### config.mk
export PLATFORM = sky130hd
export DESIGN_NAME = misc_multicycle_sequencer
export DESIGN_NICKNAME = d
export VERILOG_FILES = /design/src/rtl/misc_multicycle_sequencer.sv
export SDC_FILE = /design/constraint.sdc
export NUM_CORES = 1
export LEC_CHECK = 0
export CAP_MARGIN = 20
export CORE_MARGIN = 4
export CORE_UTILIZATION = 47
export DETAILED_ROUTE_END_ITERATION = 10
export PLACE_DENSITY_LB_ADDON = 0.2
export SYNTH_ARGS = -nofsm -noshare
export SYNTH_HDL_FRONTEND = slang
export SYNTH_SLANG_ARGS = --single-unit
### constraint.sdc
create_clock -name clk -period 2.3 [get_ports clk]
set_input_delay 0.23 -clock clk [delete_from_list [all_inputs] [get_ports clk]]
set_output_delay 0.23 -clock clk [all_outputs]
set_load 0.02 [all_outputs]
### src/rtl/misc_multicycle_sequencer.sv
// Multi-cycle fetch/decode/execute/memory/writeback control FSM for the KGP miniRISC datapath.
// Build option: define MISC_ILLEGAL_TRAP_EN to trap illegal opcodes (adds the illegal_op port).
module misc_multicycle_sequencer #(
    parameter int CNT_W       = 32,
    parameter int MEM_TIMEOUT = 255
) (
    input  logic             clk,
    input  logic             rst,
    input  logic             start,
    input  logic [5:0]       opcode,
    input  logic [4:0]       func,
    input  logic             zero_flag,
    input  logic             mem_ack,
    output logic             mem_req,
    output logic             mem_we,
    output logic             iord,
    output logic             ir_write,
    output logic             pc_write,
    output logic             pc_src,
    output logic             reg_write,
    output logic             wb_src,
    output logic             alu_src,
    output logic             imm_zext,
    output logic             busy,
    output logic             halted,
    output logic             mem_err,
    output logic [CNT_W-1:0] retire_cnt
`ifdef MISC_ILLEGAL_TRAP_EN
    ,
    output logic             illegal_op
`endif
);

    typedef enum logic [2:0] {IDLE, FETCH, DECODE, EXEC, MEM, WB, HALT, TRAP} state_t;

    localparam logic [5:0] OP_RALU  = 6'b000000;
    localparam logic [5:0] OP_IALU  = 6'b000001;
    localparam logic [5:0] OP_SHIFT = 6'b000010;
    localparam logic [5:0] OP_LW    = 6'b000011;
    localparam logic [5:0] OP_SW    = 6'b000100;
    localparam logic [5:0] OP_BZ    = 6'b000101;
    localparam logic [5:0] OP_HALT  = 6'b111111;

    localparam int            TW       = (MEM_TIMEOUT < 32'sd2) ? 32'sd1 : $clog2(MEM_TIMEOUT + 32'sd1);
    localparam logic [TW-1:0] TMO_LAST = TW'(MEM_TIMEOUT - 32'sd1);
    localparam logic          TMO_EN   = (MEM_TIMEOUT > 32'sd0);

    function automatic logic is_legal(input logic [5:0] op);
        case (op)
            OP_RALU, OP_IALU, OP_SHIFT, OP_LW, OP_SW, OP_BZ, OP_HALT: is_legal = 1'b1;
            default:                                                 is_legal = 1'b0;
        endcase
    endfunction

    state_t        state_r;
    state_t        nxt_s;
    logic [5:0]    op_r;
    logic [5:0]    op_s;
    logic [TW-1:0] tmo_cnt_r;
    logic          wait_s;
    logic          timeout_s;
    logic          retire_s;
    logic          unused_func_s;

    // The function field only matters to the ALU control, not to sequencing.
    assign unused_func_s = ^func;

    // The opcode is captured in DECODE and held for the rest of the instruction.
    assign op_s      = (state_r == DECODE) ? opcode : op_r;
    assign wait_s    = mem_req && !mem_ack;
    assign timeout_s = TMO_EN && wait_s && (tmo_cnt_r == TMO_LAST);

    // Mealy strobes qualified by the memory handshake and the ALU zero flag.
    assign ir_write = (state_r == FETCH) && mem_ack;
    assign pc_write = ir_write || ((state_r == EXEC) && (op_r == OP_BZ) && zero_flag);
    assign imm_zext = ((state_r == DECODE) || (state_r == EXEC)) && (opcode == OP_SHIFT);

    // Next-state and retire decode.
    always_comb begin
        nxt_s    = state_r;
        retire_s = 1'b0;
        case (state_r)
            IDLE: begin
                if (start) nxt_s = FETCH;
                else       nxt_s = IDLE;
            end
            FETCH: begin
                if (mem_ack)        nxt_s = DECODE;
                else if (timeout_s) nxt_s = HALT;
                else                nxt_s = FETCH;
            end
            DECODE: begin
                if (op_s == OP_HALT) begin
                    nxt_s = HALT;
                end else if (!is_legal(op_s)) begin
`ifdef MISC_ILLEGAL_TRAP_EN
                    nxt_s = TRAP;
`else
                    nxt_s    = FETCH;
                    retire_s = 1'b1;
`endif
                end else begin
                    nxt_s = EXEC;
                end
            end
            EXEC: begin
                case (op_s)
                    OP_LW, OP_SW: nxt_s = MEM;
                    OP_BZ: begin
                        nxt_s    = FETCH;
                        retire_s = 1'b1;
                    end
                    default:      nxt_s = WB;
                endcase
            end
            MEM: begin
                if (mem_ack) begin
                    if (op_s == OP_SW) begin
                        nxt_s    = FETCH;
                        retire_s = 1'b1;
                    end else begin
                        nxt_s = WB;
                    end
                end else if (timeout_s) begin
                    nxt_s = HALT;
                end else begin
                    nxt_s = MEM;
                end
            end
            WB: begin
                nxt_s    = FETCH;
                retire_s = 1'b1;
            end
            HALT:    nxt_s = HALT;
            TRAP:    nxt_s = TRAP;
            default: nxt_s = IDLE;
        endcase
    end

    // State register plus Moore outputs registered from the state being entered.
    always_ff @(posedge clk or negedge rst) begin
        if (!rst) begin
            state_r    <= IDLE;
            op_r       <= 6'b000000;
            mem_req    <= 1'b0;
            mem_we     <= 1'b0;
            iord       <= 1'b0;
            pc_src     <= 1'b0;
            reg_write  <= 1'b0;
            wb_src     <= 1'b0;
            alu_src    <= 1'b0;
            busy       <= 1'b0;
            halted     <= 1'b0;
            mem_err    <= 1'b0;
`ifdef MISC_ILLEGAL_TRAP_EN
            illegal_op <= 1'b0;
`endif
        end else begin
            state_r    <= nxt_s;
            op_r       <= op_s;
            mem_req    <= (nxt_s == FETCH) || (nxt_s == MEM);
            mem_we     <= (nxt_s == MEM) && (op_s == OP_SW);
            iord       <= (nxt_s == MEM);
            pc_src     <= (nxt_s == EXEC) && (op_s == OP_BZ);
            reg_write  <= (nxt_s == WB);
            wb_src     <= (nxt_s == WB) && (op_s == OP_LW);
            alu_src    <= (nxt_s == EXEC) && (op_s inside {OP_IALU, OP_SHIFT, OP_LW, OP_SW});
            busy       <= !(nxt_s inside {IDLE, HALT, TRAP});
            halted     <= (nxt_s == HALT) || (nxt_s == TRAP);
            mem_err    <= mem_err || timeout_s;
`ifdef MISC_ILLEGAL_TRAP_EN
            illegal_op <= (nxt_s == TRAP);
`endif
        end
    end

    // Wait counter restarts whenever the state changes.
    always_ff @(posedge clk or negedge rst) begin
        if (!rst) begin
            tmo_cnt_r <= '0;
        end else if (nxt_s != state_r) begin
            tmo_cnt_r <= '0;
        end else if (wait_s) begin
            tmo_cnt_r <= tmo_cnt_r + TW'(1);
        end else begin
            tmo_cnt_r <= tmo_cnt_r;
        end
    end

    // Retired-instruction counter, wraps naturally.
    always_ff @(posedge clk or negedge rst) begin
        if (!rst) begin
            retire_cnt <= '0;
        end else if (retire_s) begin
            retire_cnt <= retire_cnt + CNT_W'(1);
        end else begin
            retire_cnt <= retire_cnt;
        end
    end

endmodule
* After elaboration in Yosys (flattened, before gate mapping)
Cells that the tools add are included.
** Storage, ports and cells
- Input bits :: 16
- Flip-flop bits (word level) :: 59
- Word-level logic and storage cells :: 86
- Output and inout port bits :: 45
** Cells by class
- Multiplexer cells :: 22
- Reductions and logical operators :: 25
- Add/sub/neg operators :: 2
- Equality and inequality tests :: 23
** Operators by type and width (count)
- $add A32 B1 Y32 const B :: 1
- $eq A3 B3 Y1 const B :: 8
- $pmux W3 S8 :: 1
- $eq A6 B2 Y1 const B :: 3
- $eq A6 B3 Y1 const B :: 3
- $mux W8 :: 2
- $mux W3 :: 5
- $logic_and A1 B1 Y1 :: 10
- $eq A3 B2 Y1 const B :: 3
- $mux W1 :: 9
- $add A8 B1 Y8 const B :: 1
- $eq A8 B8 Y1 const B :: 1
- $reduce_or A7 Y1 :: 1
- $eq A3 B1 Y1 const B :: 2
- $eq A6 B1 Y1 const B :: 1
- $eq A6 B6 Y1 const B :: 1
- $logic_not A3 Y1 :: 2
- $logic_not A6 Y1 :: 1
- $mux W6 :: 1
- $pmux W3 S2 :: 1
- $logic_or A1 B1 Y1 :: 5
- $mux W2 :: 2
- $pmux W1 S4 :: 1
- $reduce_bool A4 Y1 :: 1
- 5 further kinds :: 6

* Logic depth before layout (Yosys ltp)
Gate-level depths: netlist of the first run.
- Depth in word-level cells :: 13
- Depth in mapped cells :: 9
- Mapped depth without buffers :: 8

* Least setup slack after synthesis of the first run
No wires, ideal clock.
- Kind :: register to register
- Start point :: register state_r[2]
- End point :: register tmo_cnt_r[1]
- Data required time :: 2150 ps
- Stages on the path, launching flop included :: 10
- Library setup time :: 150 ps
- Setup slack :: -58 ps
- Clock period less this slack :: 2358 ps
- Arrival time :: 2208 ps
- Buffers on the path :: 2
- Cell sequence :: dfrtp_1 -> buf_2 -> inv_1 -> ha_1 -> or4_1 -> clkbuf_1 -> a31oi_1 -> nor2_1 -> o2111ai_1 -> a211oi_1
** Between the ends
- Longest elaborated chain between the ends :: 12
- Elaborated cells on any way between the ends :: 30
- Those cells by class :: eq/ne: 14; mux: 11; reduce/logical: 5
** Ends and longest elaborated chain
- from (decl) :: RTL line 55 : state_t state_r;
- from (signal assigned) :: RTL line 159 : state_r <= nxt_s;
- $eq A3 B2 Y1 :: RTL line 69, 82
- $mux W6 :: RTL line 69 : assign op_s = (state_r == DECODE) ? opcode : op_r;
- $eq A6 B6 Y1, or another cell as far along :: RTL line 49, 93
- $reduce_or A7 Y1 :: RTL line 49 : case (op)
- $mux W1 :: RTL line 49
- $mux W1 :: RTL line 93 : if (op_s == OP_HALT) begin
- $mux W1 :: RTL line 82 : case (state_r)
- $mux W2 :: RTL line 95 : end else if (!is_legal(op_s)) begin
- $mux W3 :: RTL line 93
- $pmux W3 S8 :: RTL line 82
- $ne A3 B3 Y1 * :: RTL line 181 : end else if (nxt_s != state_r) begin
- $mux W8 / $reduce_bool A2 Y1 (equally long branches)
- to (signal assigned) :: RTL line 184 : tmo_cnt_r <= tmo_cnt_r + TW'(1);
- to (signal assigned) :: RTL line 186 : tmo_cnt_r <= tmo_cnt_r;
- to (decl) :: RTL line 59 : logic [TW-1:0] tmo_cnt_r;
Mark *: on every way between the ends. The rest lies on a longest branch, timed or not. The select of a mux whose other input is x is not followed.
A chain may end at the register's enable or synchronous reset.

* Worst setup path after layout of the first run
- Start point :: register state_r[2]
- End point :: output ir_write
** Between the ends
- Longest elaborated chain between the ends :: 2
** Ends and longest elaborated chain
- $eq A3 B1 Y1 :: RTL line 74 : assign ir_write = (state_r == FETCH) && mem_ack;
- $logic_and A1 B1 Y1 :: RTL line 74
- to (decl) :: RTL line 17 : output logic ir_write,
Every way passes these cells.

==> impl_metrics.env, run 1 <==
export IMPL_ios=61
export IMPL_setup_viol=0
export IMPL_synthArstFlopShare_pct=100
export IMPL_vias=2708
export IMPL_fillerInstances=513
export IMPL_synth_edff_count=0
export IMPL_antenna_found_initial=0
export IMPL_drv_slew=0
export IMPL_wl_met2_mm=3.64
export IMPL_start_util_pct=49.2
export IMPL_wl_met1_mm=3.66
export IMPL_via_per_inst=5.29
export IMPL_fmax_mhz=446
export IMPL_io_buffers=55
export IMPL_hpwlAfterDp_mm=5.57
export IMPL_setup_worst_path_start_class="flip-flop"
export IMPL_required_ns=2.07
export IMPL_cts_tree="built"
export IMPL_drt_initial_drc_count=124
export IMPL_dr_max_layer_used="met4"
export IMPL_slowest_stage="clkdlybuf4s50_1"
export IMPL_die_x_um=90.5
export IMPL_slew_headroom_pct=60.0
export IMPL_hold_path_class="in -> async"
export IMPL_power_static_leakage_nw=2.08
export IMPL_synth_main_ff_cell="dfrtp_1"
export IMPL_area_growth_pct=41.5
export IMPL_final_setup_tns_ns=0
export IMPL_setup_worst_path_class="reg -> out"
export IMPL_fp_coreArea_mm2=0.00649
export IMPL_drt_pass1_iter_count=4
export IMPL_ys_seq_area_share_pct=46.2
export IMPL_final_area_mm2=0.00453
export IMPL_hold_viol_final=0
export IMPL_drc=0
export IMPL_p_per_area_mw_per_mm2=700
export IMPL_gp_congestion=0.905
export IMPL_antenna_diode_count=0
export IMPL_cts_max_path_buffers=2
export IMPL_drive_gt1_share_pct=25.5
export IMPL_ant_nets=0
export IMPL_die_area_mm2=0.00819
export IMPL_regArea_mm2=0.00148
export IMPL_yosysWarnings=0
export IMPL_status="completed"
export IMPL_numCtsBuffers=9
export IMPL_insertion_delay_ns=0.33
export IMPL_cpPeakStageDelay_ns=0.58
export IMPL_gr_total_overflow=0
export IMPL_fin_crit_sh_pct=97.4
export IMPL_synth_seq_cells=59
export IMPL_place_area_mm2=0.00418
export IMPL_grt_pass1_vias=2712
export IMPL_arrival_ns=2.01
export IMPL_layout_nets=453
export IMPL_ir_worst_vdd_v=0.000533
export IMPL_htree_num_levels=3
export IMPL_syn_area_mm2=0.00320
export IMPL_end_kind="output pin"
export IMPL_cts_sinks=59
export IMPL_wl_per_cell_um=15.1
export IMPL_worstMarginPinSlew_ns=0.600
export IMPL_syn_nets=346
export IMPL_clkSlewWorstSetupHoldPaths_ns=0.07
export IMPL_final_setup_skew_ns=0.0135
export IMPL_std_cell_rows=29
export IMPL_cp_max_fo=10
export IMPL_fin_crit_ns=2.24
export IMPL_ys_types=55
export IMPL_wl_met3_um=255
export IMPL_grt_max_degree=37
export IMPL_grtUsageTotal_pct=19.2
export IMPL_syn_avg_cell_area_um2=9.87
export IMPL_cpMostUsedCell="buf_4"
export IMPL_drv_cap=0
export IMPL_cts_root_buf="clkbuf_8"
export IMPL_wl_mm=7.72
export IMPL_synth_cells=324
export IMPL_path_cells="buf_4, and4bb_2, buf_4, clkdlybuf4s50_1"
export IMPL_die_y_um=90.5
export IMPL_multiInputGateArea_mm2=0.00175
export IMPL_grt_pass1_wl_mm=12.8
## registers in the layout, indices dropped and copies added, names as in the netlist
register    count
reg_write       1
retire_cnt     32
op_r            6
mem_we          1
mem_req         1
state_r         3
alu_src         1
pc_src          1
mem_err         1
halted          1
wb_src          1
busy            1
iord            1
tmo_cnt_r       8
## repair_timing
item,in CTS,in global routing
hold buffers,1,0
setup buffers,0,1
pin swaps,2,4
setup endpoints to repair,8,23
hold endpoints to repair,23,0
gates resized for setup,8,21
## cells by family after synthesis
logic type	Yosys count	share of synthesized area (%)
buffers and inverters	28	3.76
AO/OA/AOI/OAI	35	8.14
AND/OR/NAND/NOR	153	27.7
XOR/XNOR	41	11.2
flip-flops	59	46.2
adder cells (fa/ha/maj)	6	2.35
multiplexers	2	0.665
## critical path: cells and delay by family, from the launching register on
| family | cells | cell delay [ns] |
|---|---|---|
| buffers and inverters | 3 | 0.88 |
| and+or+nand+nor | 1 | 0.34 |
| DFF | 1 | 0.45 |
## placed cells by master, fill, tap and decap left out, types with 3 or more instances in the layout
cell,n
dfrtp_1,57
clkdlybuf4s50_1,52
buf_4,50
nand2_1,36
nor2_1,33
xor2_1,29
inv_1,16
nand3_1,13
xnor2_1,12
nor3_1,10
clkbuf_8,10
nor3_2,9
nor2b_1,6
nand4_1,5
ha_1,5
or3_1,4
a21oi_1,4
and3_1,4
nor3b_1,3
and3b_1,3
nor4_1,3
nor4_2,3
a31oi_1,3
clkinv_2,3
## through the flow
stage | worst slack [ns] | power, mW | std cells | utilization, % | hold WS (ns)
CTS | 0.00942 | 3.10 | 511 | 67.8 | 0.437
detailed placement | -0.161 | 2.12 | 495 | 64.3 | 0.272
global route | -0.00696 | 3.35 | 512 | 69.7 | 0.477
finish | 0.0595 | 3.17 | 512 | 69.7 | 0.431
floorplan | 0.00940 | 1.71 | 324 | - | -0.0656
global placement | -0.157 | 2.11 | 495 | 64.3 | 0.253
## layout make-up
| type | count | share of cell area [%] |
|---|---|---|
| Multi-Input combinational cell | 237 | 38.6 |
| Sequential cell | 59 | 32.7 |
| Timing Repair Buffer | 107 | 21.0 |
| Clock buffer | 10 | 3.04 |
| Tap cell | 77 | 2.13 |
| Inverter | 17 | 1.41 |
| Clock inverter | 5 | 1.19 |
## synth_stat cells, drive strengths merged (5+ instances only)
cell type | number | area, µm²
xnor2 | 12 | 105
nand4 | 6 | 52.6
inv | 17 | 63.8
nand2 | 36 | 135
nor3 | 19 | 140
nor2 | 34 | 128
a21oi | 6 | 33.8
or3 | 6 | 47.5
dfrtp | 59 | 1480
xor2 | 29 | 254
nor4 | 7 | 50.1
ha | 6 | 75.1
o21ai | 5 | 25.0
nand3 | 13 | 65.1
nor2b | 6 | 37.5
buf | 7 | 41.3
## final timing paths
check	startpoint	endpoint	slack [ns]	depth (start not counted)
max in group asynchronous	rst	retire_cnt[11]	1.27	3
hold reg to reg	retire_cnt[31]	retire_cnt[31]	0.47	1
hold / removal	rst	alu_src	0.43	2
min in group clk	retire_cnt[31]	retire_cnt[31]	0.47	1
setup / recovery	state_r[2]	ir_write	0.06	4
setup reg to reg	state_r[1]	mem_req	0.08	7
## metal layers
| metal | vias up | GRT usage [%] |
|---|---|---|
| met4 | 0 | 8.29 |
| met2 | 62 | 30.1 |
| met5 | - | 0 |
| met3 | 16 | 3.83 |
| li1 | 1334 | - |
| met1 | 1296 | 25.7 |
## power by group
part / switching [mW] / internal (mW) / leakage, nW
Combinational: 0.522 / 0.491 / 1.22
Sequential: 0.0951 / 1.13 / 0.754
Clock: 0.409 / 0.520 / 0.102
Total: 1.03 / 2.14 / 2.08
Note: power is estimated with default switching activity, not from simulation.
==> inputs of run 2 (changes only) <==
- ABC_CLOCK_PERIOD_IN_PS: default -> 2300
==> results of run 2 <==
No change in the layout: final DEF, timing and power equal those of run 1.
